--- src/rtl/challenge_expand.sv ---
// challenge_expand: expands a challenged-round / unopened-party list into one output beat per round.
// Optional macro CHALLENGE_CHECK_EN adds a one-cycle CHECK state that rejects malformed challenges.
module challenge_expand #(
    parameter int NUM_ROUNDS = 8,
    parameter int NUM_CHAL   = 4
) (
    input  logic                  clk,
    input  logic                  reset,
    input  logic                  start,
    input  logic [5*NUM_CHAL-1:0] Lc,
    input  logic [5*NUM_CHAL-1:0] Lp,
    output logic                  busy,
    output logic                  done,
    output logic                  err,
    output logic                  out_valid,
    input  logic                  out_ready,
    output logic [4:0]            out_round,
    output logic                  out_chal,
    output logic [3:0]            out_party
);
    localparam int         LW         = 5 * NUM_CHAL;
    localparam logic [4:0] LAST_ROUND = 5'(NUM_ROUNDS - 1);

`ifdef CHALLENGE_CHECK_EN
    typedef enum logic [1:0] {IDLE = 2'd0, CHECK = 2'd1, EMIT = 2'd2, DONE = 2'd3} state_t;
`else
    typedef enum logic [1:0] {IDLE = 2'd0, EMIT = 2'd2, DONE = 2'd3} state_t;
`endif

    state_t        state_r, state_next;
    logic [LW-1:0] lc_r, lp_r, lc_next_s, lp_next_s;
    logic [4:0]    round_r, round_next;
    logic          load_s;
    logic [4:0]    beat_s;

    function automatic logic [4:0] entry(input logic [LW-1:0] list, input int k);
        return list[LW-1-5*k -: 5];
    endfunction

    // Descending scan so the lowest-index match overwrites last; out-of-range entries never match.
    function automatic logic [4:0] lookup(input logic [4:0] rnd, input logic [LW-1:0] lc,
                                          input logic [LW-1:0] lp);
        logic       hit;
        logic [3:0] party;
        hit   = 1'b0;
        party = 4'd0;
        for (int k = NUM_CHAL - 1; k >= 0; k--) begin
            if (entry(lc, k) == rnd) begin
                hit   = 1'b1;
                party = lp[LW-2-5*k -: 4];
            end
        end
        return {hit, party};
    endfunction

`ifdef CHALLENGE_CHECK_EN
    logic bad_s;

    function automatic logic challenge_bad(input logic [LW-1:0] lc, input logic [LW-1:0] lp);
        logic bad;
        bad = 1'b0;
        for (int i = 0; i < NUM_CHAL; i++) begin
            if ({1'b0, entry(lc, i)} >= 6'(NUM_ROUNDS)) bad = 1'b1;
            if (lp[LW-1-5*i]) bad = 1'b1;
            for (int j = i + 1; j < NUM_CHAL; j++) begin
                if (entry(lc, i) == entry(lc, j)) bad = 1'b1;
            end
        end
        return bad;
    endfunction

    assign bad_s = challenge_bad(lc_r, lp_r);
`endif

    // Next-state and round-counter logic.
    always_comb begin
        state_next = state_r;
        round_next = round_r;
        load_s     = 1'b0;
        case (state_r)
            IDLE: begin
                if (start) begin
                    load_s     = 1'b1;
                    round_next = 5'd0;
`ifdef CHALLENGE_CHECK_EN
                    state_next = CHECK;
`else
                    state_next = EMIT;
`endif
                end else begin
                    state_next = IDLE;
                end
            end
`ifdef CHALLENGE_CHECK_EN
            CHECK: begin
                if (bad_s) state_next = DONE;
                else       state_next = EMIT;
            end
`endif
            EMIT: begin
                if (out_ready) begin
                    if (round_r == LAST_ROUND) state_next = DONE;
                    else                       round_next = round_r + 5'd1;
                end else begin
                    state_next = EMIT;
                end
            end
            DONE:    state_next = IDLE;
            default: state_next = IDLE;
        endcase
    end

    // Outputs are registered from the next-state view, so the beat tracks a fresh load immediately.
    assign lc_next_s = load_s ? Lc : lc_r;
    assign lp_next_s = load_s ? Lp : lp_r;
    assign beat_s    = lookup(round_next, lc_next_s, lp_next_s);

    // State, latched challenge and registered outputs.
    always_ff @(posedge clk) begin
        if (reset) begin
            state_r   <= IDLE;
            round_r   <= 5'd0;
            lc_r      <= {LW{1'b0}};
            lp_r      <= {LW{1'b0}};
            busy      <= 1'b0;
            done      <= 1'b0;
            err       <= 1'b0;
            out_valid <= 1'b0;
            out_round <= 5'd0;
            out_chal  <= 1'b0;
            out_party <= 4'd0;
        end else begin
            state_r   <= state_next;
            round_r   <= round_next;
            if (load_s) begin
                lc_r <= Lc;
                lp_r <= Lp;
            end
            busy      <= (state_next != IDLE);
            done      <= (state_next == DONE);
            out_valid <= (state_next == EMIT);
            if (state_next == EMIT) begin
                out_round <= round_next;
                out_chal  <= beat_s[4];
                out_party <= beat_s[3:0];
            end else begin
                out_round <= 5'd0;
                out_chal  <= 1'b0;
                out_party <= 4'd0;
            end
`ifdef CHALLENGE_CHECK_EN
            if (load_s)                 err <= 1'b0;
            else if (state_r == CHECK)  err <= bad_s;
            else                        err <= err;
`else
            err <= 1'b0;
`endif
        end
    end
endmodule

--- config.mk ---
export PLATFORM = sky130hd
export DESIGN_NAME = challenge_expand
export DESIGN_NICKNAME = d
export VERILOG_FILES = /design/src/rtl/challenge_expand.sv
export SDC_FILE = /design/constraint.sdc
export NUM_CORES = 1
export LEC_CHECK = 0
export ABC_AREA = 1
export ABC_CLOCK_PERIOD_IN_PS = 4200
export CELL_PAD_IN_SITES_DETAIL_PLACEMENT = 0
export CELL_PAD_IN_SITES_GLOBAL_PLACEMENT = 2
export CORE_MARGIN = 2
export CORE_UTILIZATION = 30
export CTS_CLUSTER_SIZE = 20
export DETAILED_ROUTE_END_ITERATION = 7
export PLACE_DENSITY = 0.87
export SETUP_SLACK_MARGIN = 0.1
export SYNTH_ARGS = -nofsm -noshare
export SYNTH_HDL_FRONTEND = slang
export SYNTH_SLANG_ARGS = --single-unit
--- constraint.sdc ---
create_clock -name clk -period 4.2 [get_ports clk]
set_input_delay 1.05 -clock clk [delete_from_list [all_inputs] [get_ports clk]]
set_output_delay 1.05 -clock clk [all_outputs]
set_load 0.01 [all_outputs]
==> results by group <==
Clocking
  – Total CTS buffers: 5
  – Clock transition at path regs: 0.10 ns
  – Clock sinks: 56
  – Post-cts hold buffer count: 0
  – Resize count post-CTS: 0
  – CTS tree: done
  – Buffer count from post-CTS setup fixing: 0
  – CTS H-tree depth: 2
  – Max Root-Sink Buffers: 2
  – Clk root buf: clkbuf_8
  – Clk_lat worst skew: 0.31 ns

Yosys
  – Post-Synth Adder-Cell Area: 0.004717
  – Simple-Gate Fraction of Synth Area: 0.3467
  – Yosys cell types: 31
  – Top_reg_cell synth: dfxtp_1
  – Largest family of logic cells by synthesized area: simple AND/OR/NAND/NOR gates
  – Synth top area cells: dfxtp_1 (42%), nand2_1 (11%), nor2_1 (8.3%)
  – Mux share of post-synthesis cell area: 0.03019
  – Area leader, netlist: dfxtp_1
  – Sequential area share after synthesis: 0.4226
  – Post-Syn Area: 0.002653 mm2
  – Ys async rst share: 0
  – Synth Net Count: 408
  – Synth Area per Inst: 7.307 um2
  – Post-synth top area share: 0.4226
  – Warnings from Yosys: 0
  – Register bit total from synthesis: 56
  – Cell count after synthesis: 363
  – Post-synth EDFFs: 0
  – XOR/XNOR Fraction of Synth Area: 0.03302
  – Synth Area in Compound Gates: 0.07500
  – Cell with the most instances after synthesis: nand2_1
  – Post-synth top cells: nand2_1 (75), nor2_1 (59), dfxtp_1 (56), inv_1 (38), nand3_1 (19)

Setup path
  – Crit-path max FO: 24
  – CP Launch Type: input pin
  – Worst setup EP type: register
  – CP arrival: 3.33 ns
  – Worst endpoint required time: 4.41 ns
  – Kind of critical path: input pin to register

Route
  – Number of DRC markers in iteration 0: 126
  – Routed length on met1: 3115 um
  – Met3 wire len: 176 um
  – DRC violations left: 0
  – Routed Antenna Nets: 0
  – WL/cell: 12.23 um
  – DR pass1 iterations: 4
  – Metal2 WL: 3008 um
  – Max layer used: met4
  – Vias/cell: 4.457
  – Drt total wl: 6373 um
  – Vias post-DR: 2322

Placed design
  – Final HPWL DP: 4628 um
  – DP Worst Slack: 0.6913 ns
  – Final GP Congestion: 0.8164
  – PortBufs: 52

Global route
  – GRT overflow: 0
  – Number of global-route vias before repair: 2194
  – Initial antenna violation count: 0
  – Gr usage total: 0.1359
  – Largest net degree at the start of global routing: 45
  – Global-route wire length before repair: 10540 um

Hold path
  – Hold Crit Class: register to register

Timing
  – Final hold vios: 0
  – Max Clock Freq: 320.2 MHz
  – Slew Limit Fails: 0
  – RSZ-0062 raised after global routing: false
  – Setup TNS Final: 0 ns
  – Min cycle time layout: 3.123 ns
  – Setup Skew: 0.006554 ns
  – Final worst slack: 1.077 ns
  – Final setup vio count: 0
  – Crit share post-route: 0.7436
  – Worst hold slack: 0.4986 ns

Die
  – Starting Density: 0.3072
  – Die height: 98.03 um
  – # IOs: 58
  – DIE WIDTH: 98.03 um
  – Row count: 34
  – Die area: 0.009610 mm2
  – Core ar.: 0.008636 mm2

Power and ir drop
  – PwrDens: 340.1 mW/mm2
  – Leak: 1.501 nW
  – Total Power: 1.136 mW
  – Flop pwr share: 0.507
  – Psw: 338.2 uW
  – Sw frac: 0.2977
  – Internal power: 797.8 uW
  – Clock network power share: 0.266
  – Peak supply drop: 141.1 uV
  – Combinational power share: 0.227

Run status
  – Outcome: completed

Cells and area
  – Layout cell share with drive strength beyond 1: 0.1186
  – Area Growth Syn to Fin: 25.94%
  – Final #Nets: 457
  – Diodes inserted: 0

Run
  – Maxcap violations: 0
==> stage by stage <==
step / instances / utilization / area [um2]
floorplan: 363 / - / 2653
global placement: 513 / 0.3766 / 3252
detailed placement: 513 / 0.3766 / 3252
CTS: 521 / 0.3868 / 3341
global route: 521 / 0.3868 / 3341
finish: 521 / 0.3868 / 3341
==> cells in the final DEF, fill, tap and decap left out, types with 6 or more instances in the layout <==
cell / instances
nand2_1: 75
nor2_1: 59
dfxtp_1: 56
clkdlybuf4s50_1: 52
inv_1: 38
nand3_1: 19
o21ai_0: 15
or2_2: 12
nand4_1: 12
mux2i_1: 8
nor2_2: 6
==> worst max-delay path, stage by stage <==
cell and delay, ns:
clkdlybuf4s50_1 0.61, nand2_4 0.20, inv_2 0.37, o21ai_0 0.21, xnor2_1 0.20, nand2_1 0.08, nor2_2 0.31, inv_2 0.10
nand3_1 0.13, a21oi_2 0.06
==> layout make-up <==
type	count	area, um2
fillers	935	5295
clock inverters	2	16.27
inverters	42	157.7
clock buffers	6	72.57
repair buffers	54	535.5
flip-flops and latches	56	1121
multi-input cells	253	1303
well taps	108	135.1
==> power groups by stage <==
stage,logic (mW),registers (mW),clock network [mW]
finish,0.258,0.576,0.302
global route,0.292,0.579,0.330
CTS,0.263,0.576,0.313
detailed placement,0.261,0.589,0
global placement,0.260,0.588,0
floorplan,0.169,0.590,0
==> worst paths after layout <==
check,slack (ns),cells past startpoint,to,startpoint
setup / recovery,1.08,10,out_party[3],start
hold / removal,0.50,2,lp_r[8],lp_r[8]
setup reg to reg,1.91,10,out_party[3],state_r[0]
hold reg to reg,0.50,2,lp_r[8],lp_r[8]
==> registers in the layout, indices dropped and copies added, names as in the netlist <==
signal     flops
out_party      4
lc_r          20
done           1
lp_r          16
state_r        2
out_valid      1
round_r        5
out_round      5
out_chal       1
busy           1
==> cells by family after synthesis <==
kind of cell / after synthesis
flip-flops: 56
AND/OR/NAND/NOR: 200
buffers and inverters: 54
XOR/XNOR: 10
adder cells (fa/ha/maj): 1
other: 1
AO/OA/AOI/OAI: 33
multiplexers: 8
==> metal layers <==
layer / vias up / global-route usage
met5: - / 0
met3: 7 / 0.02219
met1: 1050 / 0.1855
met2: 35 / 0.2223
met4: 0 / 0.03846
li1: 1230 / -
No activity file was read; power rests on OpenSTA's default activity.
